### src/rtl/stage3_dmem_store_buffer_pkg.sv
// Store buffer shared types: entry layout, FSM states, helpers.
// Build option: STORE_BUFFER_COALESCE_EN (see top module).
package stage3_store_buffer_pkg;

  localparam int SB_ADDR_W = 32;
  localparam int SB_DATA_W = 32;
  localparam int SB_BE_W   = SB_DATA_W / 8;

  typedef logic [SB_ADDR_W-3:0] sb_waddr_t;
  typedef logic [SB_DATA_W-1:0] sb_data_t;
  typedef logic [SB_BE_W-1:0]   sb_be_t;

  typedef struct packed {
    sb_waddr_t waddr;
    sb_data_t  data;
    sb_be_t    be;
  } sb_entry_t;

  typedef enum logic [1:0] {
    IDLE  = 2'd0,
    LOAD  = 2'd1,
    DRAIN = 2'd2
  } sb_state_t;

  function automatic logic sb_word_hit(
    input logic [SB_ADDR_W-1:0] addr,
    input sb_waddr_t            waddr
  );
    return addr[SB_ADDR_W-1:2] == waddr;
  endfunction

  // Enabled lanes overwrite, lane enables accumulate.
  function automatic sb_entry_t sb_merge(
    input sb_entry_t old,
    input sb_data_t  wdata,
    input sb_be_t    be
  );
    sb_entry_t e;
    e = old;
    for (int l = 0; l < SB_BE_W; l++) begin
      if (be[l]) e.data[8*l +: 8] = wdata[8*l +: 8];
    end
    e.be = old.be | be;
    return e;
  endfunction

endpackage

### src/rtl/stage3_dmem_store_buffer_if.sv
// Simple data-bus handshake: request held until busy drops.
// Master drives the request, slave returns rdata/busy.
interface stage3_dmem_store_buffer_if
  import stage3_store_buffer_pkg::*;
#(
  parameter int ADDR_W = SB_ADDR_W,
  parameter int DATA_W = SB_DATA_W
);

  logic                  ren;
  logic                  wen;
  logic [ADDR_W-1:0]     addr;
  logic [DATA_W-1:0]     wdata;
  logic [DATA_W/8-1:0]   byte_en;
  logic [DATA_W-1:0]     rdata;
  logic                  busy;

  modport master (
    output ren, wen, addr, wdata, byte_en,
    input  rdata, busy
  );

  modport slave (
    input  ren, wen, addr, wdata, byte_en,
    output rdata, busy
  );

endinterface

### src/rtl/stage3_sb_fifo.sv
// Store buffer storage: circular FIFO with wrap-bit pointers.
// Exposes head, tail (for merging) and per-slot valid/word address.
module stage3_sb_fifo
  import stage3_store_buffer_pkg::*;
#(
  parameter int DEPTH = 4
) (
  input  logic                   clk_i,
  input  logic                   rst_i,
  input  logic                   push_i,
  input  sb_entry_t              push_entry_i,
  input  logic                   pop_i,
  input  logic                   merge_i,
  input  sb_entry_t              merge_entry_i,
  output sb_entry_t              head_o,
  output sb_entry_t              tail_o,
  output logic                   empty_o,
  output logic                   full_o,
  output logic [$clog2(DEPTH):0] count_o,
  output logic [DEPTH-1:0]       valid_o,
  output sb_waddr_t              waddr_o [DEPTH]
);

  localparam int AW = $clog2(DEPTH);

  logic [AW:0]   wptr_q, wptr_d;
  logic [AW:0]   rptr_q, rptr_d;
  logic [AW-1:0] tail_idx;
  sb_entry_t     mem_q [DEPTH];

  assign empty_o  = wptr_q == rptr_q;
  assign full_o   = (wptr_q[AW] != rptr_q[AW]) &&
                    (wptr_q[AW-1:0] == rptr_q[AW-1:0]);
  assign count_o  = wptr_q - rptr_q;
  assign tail_idx = wptr_q[AW-1:0] - 1'b1;
  assign head_o   = mem_q[rptr_q[AW-1:0]];
  assign tail_o   = mem_q[tail_idx];

  // Pointer advance on push/pop; both may happen together.
  always_comb begin
    wptr_d = wptr_q;
    rptr_d = rptr_q;
    if (push_i) wptr_d = wptr_q + 1'b1;
    if (pop_i)  rptr_d = rptr_q + 1'b1;
  end

  // Pointer registers, cleared by synchronous reset.
  always_ff @(posedge clk_i) begin
    if (rst_i) begin
      wptr_q <= '0;
      rptr_q <= '0;
    end else begin
      wptr_q <= wptr_d;
      rptr_q <= rptr_d;
    end
  end

  // Entry storage: new entry at write pointer or merge into tail.
  always_ff @(posedge clk_i) begin
    if (push_i) begin
      mem_q[wptr_q[AW-1:0]] <= push_entry_i;
    end else if (merge_i) begin
      mem_q[tail_idx] <= merge_entry_i;
    end
  end

  for (genvar g = 0; g < DEPTH; g++) begin : g_slot
    logic [AW-1:0] offs;
    assign offs       = AW'(g) - rptr_q[AW-1:0];
    assign valid_o[g] = {1'b0, offs} < count_o;
    assign waddr_o[g] = mem_q[g].waddr;
  end

endmodule

### src/rtl/stage3_dmem_store_buffer.sv
// Posted-write store buffer between memory stage and data bus.
// Build option: STORE_BUFFER_COALESCE_EN merges same-word stores into tail.
module stage3_dmem_store_buffer
  import stage3_store_buffer_pkg::*;
#(
  parameter int DEPTH  = 4,
  parameter int ADDR_W = SB_ADDR_W,
  parameter int DATA_W = SB_DATA_W
) (
  input  logic                      CLK,
  input  logic                      RST,
  stage3_dmem_store_buffer_if.slave  cpu,
  stage3_dmem_store_buffer_if.master mem,
  input  logic                      flush_req,
  output logic                      drained,
  output logic [$clog2(DEPTH):0]    occupancy
);

  localparam int CW = $clog2(DEPTH) + 1;
  localparam logic [CW-1:0] ONE = CW'(1);

  sb_state_t      state_q, state_d;
  sb_entry_t      head, tail, new_e, mrg_e;
  logic           empty, full;
  logic [DEPTH-1:0] valid;
  sb_waddr_t      waddr [DEPTH];

  logic is_st, is_ld, hit, can_merge;
  logic st_acc, push, merge, pop, ld_done;

  // Simultaneous read and write is resolved as a store.
  assign is_st = cpu.wen;
  assign is_ld = cpu.ren & ~cpu.wen;

  // Load word compared against every buffered entry, draining one included.
  always_comb begin
    hit = 1'b0;
    for (int i = 0; i < DEPTH; i++) begin
      if (valid[i] && sb_word_hit(cpu.addr, waddr[i])) hit = 1'b1;
    end
  end

  assign new_e = '{
    waddr: cpu.addr[SB_ADDR_W-1:2],
    data:  cpu.wdata,
    be:    cpu.byte_en
  };
  assign mrg_e = sb_merge(tail, cpu.wdata, cpu.byte_en);

`ifdef STORE_BUFFER_COALESCE_EN
  // Tail already on the bus must not change underneath the write.
  assign can_merge = ~empty &&
                     sb_word_hit(cpu.addr, tail.waddr) &&
                     !(state_q == DRAIN && occupancy == ONE);
`else
  assign can_merge = 1'b0;
`endif

  // Full is registered: a same-cycle pop frees the slot next cycle.
  assign st_acc  = is_st & (can_merge | ~full);
  assign push    = is_st & ~can_merge & ~full;
  assign merge   = is_st & can_merge;
  assign pop     = (state_q == DRAIN) & ~mem.busy;
  assign ld_done = (state_q == LOAD) & ~mem.busy;

  assign cpu.rdata = mem.rdata;
  assign cpu.busy  = RST | (is_st ? ~st_acc : (is_ld & ~ld_done));
  assign drained   = empty & (state_q == IDLE);

  stage3_sb_fifo #(
    .DEPTH (DEPTH)
  ) u_fifo (
    .clk_i         (CLK),
    .rst_i         (RST),
    .push_i        (push),
    .push_entry_i  (new_e),
    .pop_i         (pop),
    .merge_i       (merge),
    .merge_entry_i (mrg_e),
    .head_o        (head),
    .tail_o        (tail),
    .empty_o       (empty),
    .full_o        (full),
    .count_o       (occupancy),
    .valid_o       (valid),
    .waddr_o       (waddr)
  );

  // Bus FSM state register.
  always_ff @(posedge CLK) begin
    if (RST) state_q <= IDLE;
    else     state_q <= state_d;
  end

  // Next state and memory-side request; loads win over draining.
  always_comb begin
    state_d     = state_q;
    mem.ren     = 1'b0;
    mem.wen     = 1'b0;
    mem.addr    = '0;
    mem.wdata   = '0;
    mem.byte_en = '0;
    unique case (state_q)
      IDLE: begin
        if (is_ld && !hit && !flush_req) begin
          state_d = LOAD;
        end else if (!empty) begin
          state_d = DRAIN;
        end
      end
      LOAD: begin
        mem.ren     = 1'b1;
        mem.addr    = cpu.addr;
        mem.byte_en = cpu.byte_en;
        if (!mem.busy) state_d = IDLE;
      end
      DRAIN: begin
        mem.wen     = 1'b1;
        mem.addr    = ADDR_W'({head.waddr, 2'b00});
        mem.wdata   = DATA_W'(head.data);
        mem.byte_en = head.be;
        if (!mem.busy) state_d = IDLE;
      end
      default: state_d = IDLE;
    endcase
  end

  // Read and write together from the memory stage is a protocol error.
  always_ff @(posedge CLK) begin
    if (!RST) begin
      a_rw_excl: assert (!(cpu.ren && cpu.wen));
    end
  end

endmodule

### src/flat_wrapper.sv
// flat-port wrapper written by rule: the top's interface ports become plain ports
module stage3_dmem_store_buffer_flat import stage3_store_buffer_pkg::*;
#(
  parameter int DEPTH  = 4,
  parameter int ADDR_W = SB_ADDR_W,
  parameter int DATA_W = SB_DATA_W
)
  (CLK, RST, flush_req, drained, occupancy, cpu_ren, cpu_wen, cpu_addr, cpu_wdata, cpu_byte_en, cpu_rdata, cpu_busy, mem_ren, mem_wen, mem_addr, mem_wdata, mem_byte_en, mem_rdata, mem_busy);
  stage3_dmem_store_buffer_if #(.ADDR_W(ADDR_W), .DATA_W(DATA_W)) cpu_i ();
  stage3_dmem_store_buffer_if #(.ADDR_W(ADDR_W), .DATA_W(DATA_W)) mem_i ();
  input  logic CLK;
  input  logic RST;
  input  logic flush_req;
  output logic drained;
  output logic [$clog2(DEPTH):0] occupancy;
  input wire logic [$bits(cpu_i.ren)-1:0] cpu_ren;
  input wire logic [$bits(cpu_i.wen)-1:0] cpu_wen;
  input wire logic [$bits(cpu_i.addr)-1:0] cpu_addr;
  input wire logic [$bits(cpu_i.wdata)-1:0] cpu_wdata;
  input wire logic [$bits(cpu_i.byte_en)-1:0] cpu_byte_en;
  output wire logic [$bits(cpu_i.rdata)-1:0] cpu_rdata;
  output wire logic [$bits(cpu_i.busy)-1:0] cpu_busy;
  output wire logic [$bits(mem_i.ren)-1:0] mem_ren;
  output wire logic [$bits(mem_i.wen)-1:0] mem_wen;
  output wire logic [$bits(mem_i.addr)-1:0] mem_addr;
  output wire logic [$bits(mem_i.wdata)-1:0] mem_wdata;
  output wire logic [$bits(mem_i.byte_en)-1:0] mem_byte_en;
  input wire logic [$bits(mem_i.rdata)-1:0] mem_rdata;
  input wire logic [$bits(mem_i.busy)-1:0] mem_busy;
  assign cpu_i.ren = cpu_ren;
  assign cpu_i.wen = cpu_wen;
  assign cpu_i.addr = cpu_addr;
  assign cpu_i.wdata = cpu_wdata;
  assign cpu_i.byte_en = cpu_byte_en;
  assign cpu_rdata = cpu_i.rdata;
  assign cpu_busy = cpu_i.busy;
  assign mem_ren = mem_i.ren;
  assign mem_wen = mem_i.wen;
  assign mem_addr = mem_i.addr;
  assign mem_wdata = mem_i.wdata;
  assign mem_byte_en = mem_i.byte_en;
  assign mem_i.rdata = mem_rdata;
  assign mem_i.busy = mem_busy;
  stage3_dmem_store_buffer #(.DEPTH(DEPTH), .ADDR_W(ADDR_W), .DATA_W(DATA_W)) u_core (.CLK(CLK), .RST(RST), .cpu(cpu_i), .mem(mem_i), .flush_req(flush_req), .drained(drained), .occupancy(occupancy));
endmodule
### config.mk
export PLATFORM = sky130hd
export DESIGN_NAME = stage3_dmem_store_buffer_flat
export DESIGN_NICKNAME = d
export VERILOG_FILES = /design/src/rtl/stage3_dmem_store_buffer_pkg.sv /design/src/rtl/stage3_dmem_store_buffer_if.sv /design/src/rtl/stage3_sb_fifo.sv /design/src/rtl/stage3_dmem_store_buffer.sv /design/src/flat_wrapper.sv
export SDC_FILE = /design/constraint.sdc
export NUM_CORES = 1
export LEC_CHECK = 0
export CAP_MARGIN = 10
export CELL_PAD_IN_SITES_DETAIL_PLACEMENT = 0
export CELL_PAD_IN_SITES_GLOBAL_PLACEMENT = 1
export CORE_ASPECT_RATIO = 1.2
export CORE_MARGIN = 2
export CORE_UTILIZATION = 41
export CTS_CLUSTER_SIZE = 25
export DETAILED_ROUTE_END_ITERATION = 7
export PLACE_DENSITY_LB_ADDON = 0.1
export SYNTH_ARGS = -nofsm -noshare
export SYNTH_HDL_FRONTEND = slang
export SYNTH_SLANG_ARGS = --single-unit
### constraint.sdc
create_clock -name CLK -period 3.5 [get_ports CLK]
set_clock_uncertainty 0.15 [all_clocks]
set_input_delay 0.7 -clock CLK [delete_from_list [all_inputs] [get_ports CLK]]
set_output_delay 0.7 -clock CLK [all_outputs]
set_load 0.1 [all_outputs]
Yosys cells after proc, flatten, opt, wreduce, memory -nomap -nowiden

Memory sizes are Yosys's and may differ from the RTL's. A register that Yosys moved wholly into a read port is not among the register bits.
Cells that the tools add are included.

$add $sub $neg: 7
Multiply operators: 0
Divide/modulo/power cells: 0
Order comparisons: 4
Equal/unequal tests: 11
Shift operators: 0
Multiplexer cells: 18
Bitwise operators: 12
Reductions and logical operators: 12

Operators by type and width:

| operator                                            | number |
|---|---|
| equality test 30 bit                                | 4 |
| one-hot mux 32 bit (2 select lines)                 | 1 |
| 2-to-1 mux 32 bit                                   | 1 |
| less-than comparator 2 x 3 -> 1 bit                 | 4 |
| 2-to-1 mux 2 bit                                    | 5 |
| 2-to-1 mux 1 bit                                    | 9 |
| one-hot mux 4 bit (2 select lines)                  | 1 |
| logical AND 1 bit                                   | 7 |
| adder 3 x 1 -> 3 bit, second input constant         | 2 |
| bitwise AND 1 bit                                   | 6 |
| NOT 1 bit                                           | 5 |
| one-hot mux 2 bit (2 select lines)                  | 1 |
| subtractor 1 x 2 -> 2 bit, first input constant     | 2 |
| subtractor 2 bit, first input constant              | 2 |
| equality test 3 bit                                 | 1 |
| inequality test 3 bit, second input constant        | 1 |
| subtractor 3 bit                                    | 1 |
| equality test 2 x 1 -> 1 bit, second input constant | 1 |
| equality test 2 bit                                 | 1 |
| equality test 2 bit, second input constant          | 1 |
| zero test 1 bit                                     | 2 |
| zero test 2 bit                                     | 1 |
| inequality test 2 bit, second input constant        | 1 |
| AND reduction 2 bit                                 | 1 |
| other kinds (3)                                     | 3 |

Register bits after elaboration: 8
Bits in latches: 0
RAM bits: 264
Bits in read-only memories: 0
Bits of input ports: 106
Memories kept: 1

Memories:

| name                | depth | width | rd ports | clocked after Yosys merged registers in | write ports | RTL line             | RTL |
|---|---|---|---|---|---|---|---|
| u_core.u_fifo.mem_q | 4     | 66    | 5        | 1                                       | 1           | stage3_sb_fifo.sv:29 | `sb_entry_t mem_q [DEPTH];` |

Longest topological paths before layout

Depth after elaboration: 12
Gate-level depth with buffers: 11
Gate-level depth less buffers: 11

Cells and area by module

Synthesis repeated with hierarchy kept, for this count alone.

Cell total of the unflattened synthesis: 1058
Area total of the unflattened synthesis: 16450.8 um^2

Modules (own cells, without submodules):

| module                   | instances | cells each | area an instance (um^2) | sequential area each (um^2) |
|---|---|---|---|---|
| stage3_sb_fifo           | 1         | 688        | 13450.4                 | 8087.8 |
| stage3_dmem_store_buffer | 1         | 370        | 3000.4                  | 40.0 |

Least setup slack after synthesis

OpenSTA, ideal clock, no wires.

Path type: register -> output
From: register u_core.state_q[0]
To: output mem_addr[10]
Data arrival time: 2763 ps
Required time: 2650 ps
Setup slack: -113 ps
Stages on the path, launching flop included: 7
Buffers on the path: 2
Path through: dfxtp_1 inv_1 ha_1 and2_1 clkbuf_1 clkbuf_1 a22o_1

Cells in the longest elaborated chain, start to end: 2

RTL lines:

| element                                                                    | RTL line                        | RTL |
|---|---|---|
| start, declared                                                            | stage3_dmem_store_buffer.sv:22  | `sb_state_t state_q, state_d;` |
| start signal, assigned                                                     | stage3_dmem_store_buffer.sv:92  | `else state_q <= state_d;` |
| equality test 2 bit / equality test 2 x 1 -> 1 bit (equally long branches) | stage3_dmem_store_buffer.sv:103 | `unique case (state_q)` |
| one-hot mux 32 bit (2 select lines) *                                      | stage3_dmem_store_buffer.sv:103 |  |
| end, declared                                                              | flat_wrapper.sv:25              | `output wire logic [$bits(mem_i.addr)-1:0] mem_addr;` |

Mark *: on every way between the ends. The rest lies on a longest branch, timed or not.

Final worst setup path

From: register u_core.state_q[1]
To: output mem_addr[27]

The elaborated chain is that of the path after synthesis.

==> flow_summary_export.csv <==
group,metric,value,unit
route,dr.pass1.iters,4,
worst_setup_path,critPathLaunchType,"flop",
clock_network,cts_hold_buffers,0,
floorplanning,rows,70,
route,num_vias,6785,
worst_setup_path,crit_start,"u_core.state_q[1]",
worst_setup_path,r2r_end,"u_core.state_q[1]",
place,placedCellCount,1216,
global_route,busiest_layer,"met2",
synth,avgSynthCellArea,17.0,um2
place,port_buffers,148,
route,via_per_inst,5.36,
clock_network,clockBufferDepth,3,
finish,antenna_cells,0,
worst_setup_path,rrSetupSlack,0.65,ns
synth,synth_cell_type_count,35,
global_route,grt_max_degree,50,
finish,stdcell_count,1265,
floorplanning,die_h,195,um
timing,fin_tns_setup,0,ns
power,vdd_drop_max,0.000529,V
timing,maxSlewHeadroom,61.2,%
timing,whs,0.425,ns
worst_setup_path,cp_max_fo,34,
synth,synthesis.area,12500,um2
clock_network,clock-sinks,274,
power,p_leak,5.14,nW
floorplanning,io_pins,213,
finish,final_cell_area,15600,um2
synth,synth_cells,734,
worst_setup_path,crit_end,"mem_addr[27]",
floorplanning,initial_core_util,41.4,%
worst_setup_path,end_kind,"primary output",
clock_network,path_clk_slew,0.06,ns
timing,hold_viol_final,0,
worst_setup_path,worst-r2r-cell-count,11,
finish,final_net_count,973,
synth,netlist.area_leader.share,63.4,%
finish,area_growth,24.6,%
outcome,status,"complete, no violations",
finish,fill_cells,2499,
place,gp_congestion,0.817,
worst_setup_path,worstPathCellList,"inv_1 -> ha_1 -> and2_1 -> buf_6 -> a22o_1 -> buf_12",
clock_network,cts_resized,0,
power,p_per_area,631,nW/um2
global_route,use_met2,33.8,%
synth,ys_ff_latch,274,
finish,register_area,8140,um2
route,routed_wl,30.8,mm
global_route,antenna_found_initial,0,
route,drc,0,
floorplanning,coreArea,30200,um2
finish,final_layout_size_suffix_gt1_share,25.3,%
timing,fin_crit,3.33,ns
route,ant_nets,0,
timing,worst_pin_slew,0.576,ns
place,placed_area,14700,um2
global_route,grt-ovfl-total,0,
global_route,use_met3,4.67,%
job,maxCapViolCount,0,
place,dp_hpwl,20.8,mm
clock_network,cts-buffers-inserted,28,
clock_network,cts_tree,"yes",
synth,ys_top_cells_by_area,"edfxtp_1 63%, mux4_2 12%, xnor2_1 5.0%",
global_route,grtUsageMet1,24.6,%
worst_setup_path,cp_num_buf_inv,3,
clock_network,insertion_delay,0.55,ns
synth,yosysWarnings,0,
worst_setup_path,required,2.65,ns
finish,multiInputGateArea,3830,um2
clock_network,cts-root-buf,"clkbuf_16",
route,wire_per_inst,24.4,um
worst_setup_path,r2r_start,"u_core.u_fifo.wptr_q[0]",
worst_setup_path,cp_slowest_cell,"ha_1",
clock_network,cts_setup_buffers,0,
timing,final-setup-viol-count,0,
route,drt_iter0_drc,427,
synth,syn_nets,857,
min_path,min_path_type,"flop to flop",
floorplanning,fp.dieW,163,um
worst_setup_path,crit_family,"buffers and inverters",
global_route,grt_pass1_vias,7540,
global_route,grt_first_pass_wirelength,46.7,mm
floorplanning,die_area,31900,um2
timing,fmax,0.301,GHz
worst_setup_path,path_class,"flop to primary output",
global_route,grt_use_total,19.6,%
worst_setup_path,path_depth,6,
synth,yosysSeqAreaShare,65.0,%
finish,utilization,51.6,%
worst_setup_path,slowest_delay,0.42,ns
worst_setup_path,crit_arrival,2.48,ns
timing,slew_viol_final,0,
synth,yosysTopAreaCell,"edfxtp_1",
clock_network,cts-htree-levels,1,
timing,min_period_over_period,95.0,%
timing,rsz0062_at_grt,"false",
## flip-flops by register name, summed over array words and instances, names as in the netlist, named ones only
signal	cells
u_core.u_fifo.rptr_q	3
u_core.u_fifo.mem_q	264
u_core.state_q	2
u_core.u_fifo.wptr_q	3
## layout by cell type (no fill, tap or decap), drive strengths merged, types with 2 or more instances in the layout
cell type | synthesis | final
mux4 | 66 | 66
edfxtp | 264 | 264
a22o | 34 | 34
a21oi | 8 | 8
inv | 13 | 13
nor3 | 2 | 2
o211ai | 2 | 2
clkdlybuf4s50 | 0 | 73
dfxtp | 10 | 10
clkbuf | 15 | 31
nand4 | 20 | 20
and2 | 38 | 38
buf | 73 | 101
xor2 | 53 | 53
bufinv | 0 | 2
nor4 | 16 | 16
nor2 | 12 | 12
and3 | 2 | 2
ha | 16 | 16
xnor2 | 73 | 73
nand2 | 4 | 4
clkinv | 0 | 15
## logic make-up (layout without fill, tap and decap cells)
kind of cell / Yosys count / in the layout / synth area share [%]
DFF: 274 / 274 / 65.0
buffers and inverters: 101 / 236 / 4.48
adders and majority gates: 17 / 17 / 1.76
AOI/OAI and AO/OA: 52 / 52 / 3.38
muxes: 66 / 66 / 11.9
xor gates and xnor gates: 126 / 126 / 8.94
and+or+nand+nor: 98 / 98 / 4.55
## layer usage
layer / wire length (um) / vias to the layer above
li1: - / 3014
met4: 702 / 0
met1: 12400 / 3524
met5: 0 / -
met3: 1870 / 48
met2: 15900 / 199
## worst min-delay path by stage
stage,startpoint,endpoint,slack (ns),depth (start not counted)
finish,u_core.u_fifo.wptr_q[2],u_core.u_fifo.wptr_q[2],0.42,2
global route,u_core.u_fifo.wptr_q[2],u_core.u_fifo.wptr_q[2],0.47,2
floorplan,u_core.state_q[1],u_core.state_q[1],0.38,1
global placement,u_core.u_fifo.rptr_q[2],u_core.u_fifo.rptr_q[2],0.42,2
CTS,u_core.u_fifo.wptr_q[2],u_core.u_fifo.wptr_q[2],0.43,2
detailed placement,u_core.state_q[1],u_core.state_q[1],0.42,1
## tightest hold or removal path, stage by stage (launching register included)
cell     delay (ns)
dfxtp_1        0.34
xnor2_1        0.16
nor2_1         0.03
## power breakdown
| part | total, mW | internal [mW] | leakage (nW) | switching (mW) |
|---|---|---|---|---|
| Sequential | 3.87 | 3.77 | 2.51 | 0.0933 |
| Combinational | 3.12 | 1.05 | 2.20 | 2.07 |
| Clock | 2.85 | 1.64 | 0.428 | 1.21 |
| Total | 9.83 | 6.46 | 5.14 | 3.37 |
## cell usage after synthesis
cell type    n
and3_1       2
and2_1      38
o21ai_0      1
o21a_1       1
nor2b_1      1
buf_4       36
nand2_1      4
inv_2        1
a211oi_1     1
dfxtp_1     10
edfxtp_1   264
nand3_1      1
or3_1        1
nor4_1      16
xor2_1      53
xnor2_1     71
nor3_1       2
xnor2_2      2
ha_1        16
buf_2       37
o21bai_1     1
o22ai_1      1
nor2_1      12
nand2b_1     1
o41ai_2      1
o221a_2      1
a22o_1      34
inv_1       12
fa_1         1
o2111ai_1    1
mux4_2      66
a21oi_1      8
nand4_1     20
clkbuf_1    15
o211ai_1     2
## stage by stage
step	setup slack, ns	power (mW)
floorplan	0.149	6.23
finish	0.174	9.83
global placement	0.480	7.07
CTS	0.0532	9.95
global route	0.0804	10.2
detailed placement	0.449	7.09
## area by class of cell
| cell class | instances | share of cell area, % |
|---|---|---|
| clock inverters | 18 | 0.851 |
| multi-input cells | 359 | 24.6 |
| repair buffers | 174 | 14.2 |
| inverters | 13 | 0.313 |
| flip-flops and latches | 274 | 52.2 |
| well taps | 396 | 3.18 |
| clock buffers | 31 | 4.70 |
Note: power is estimated with default switching activity, not from simulation.
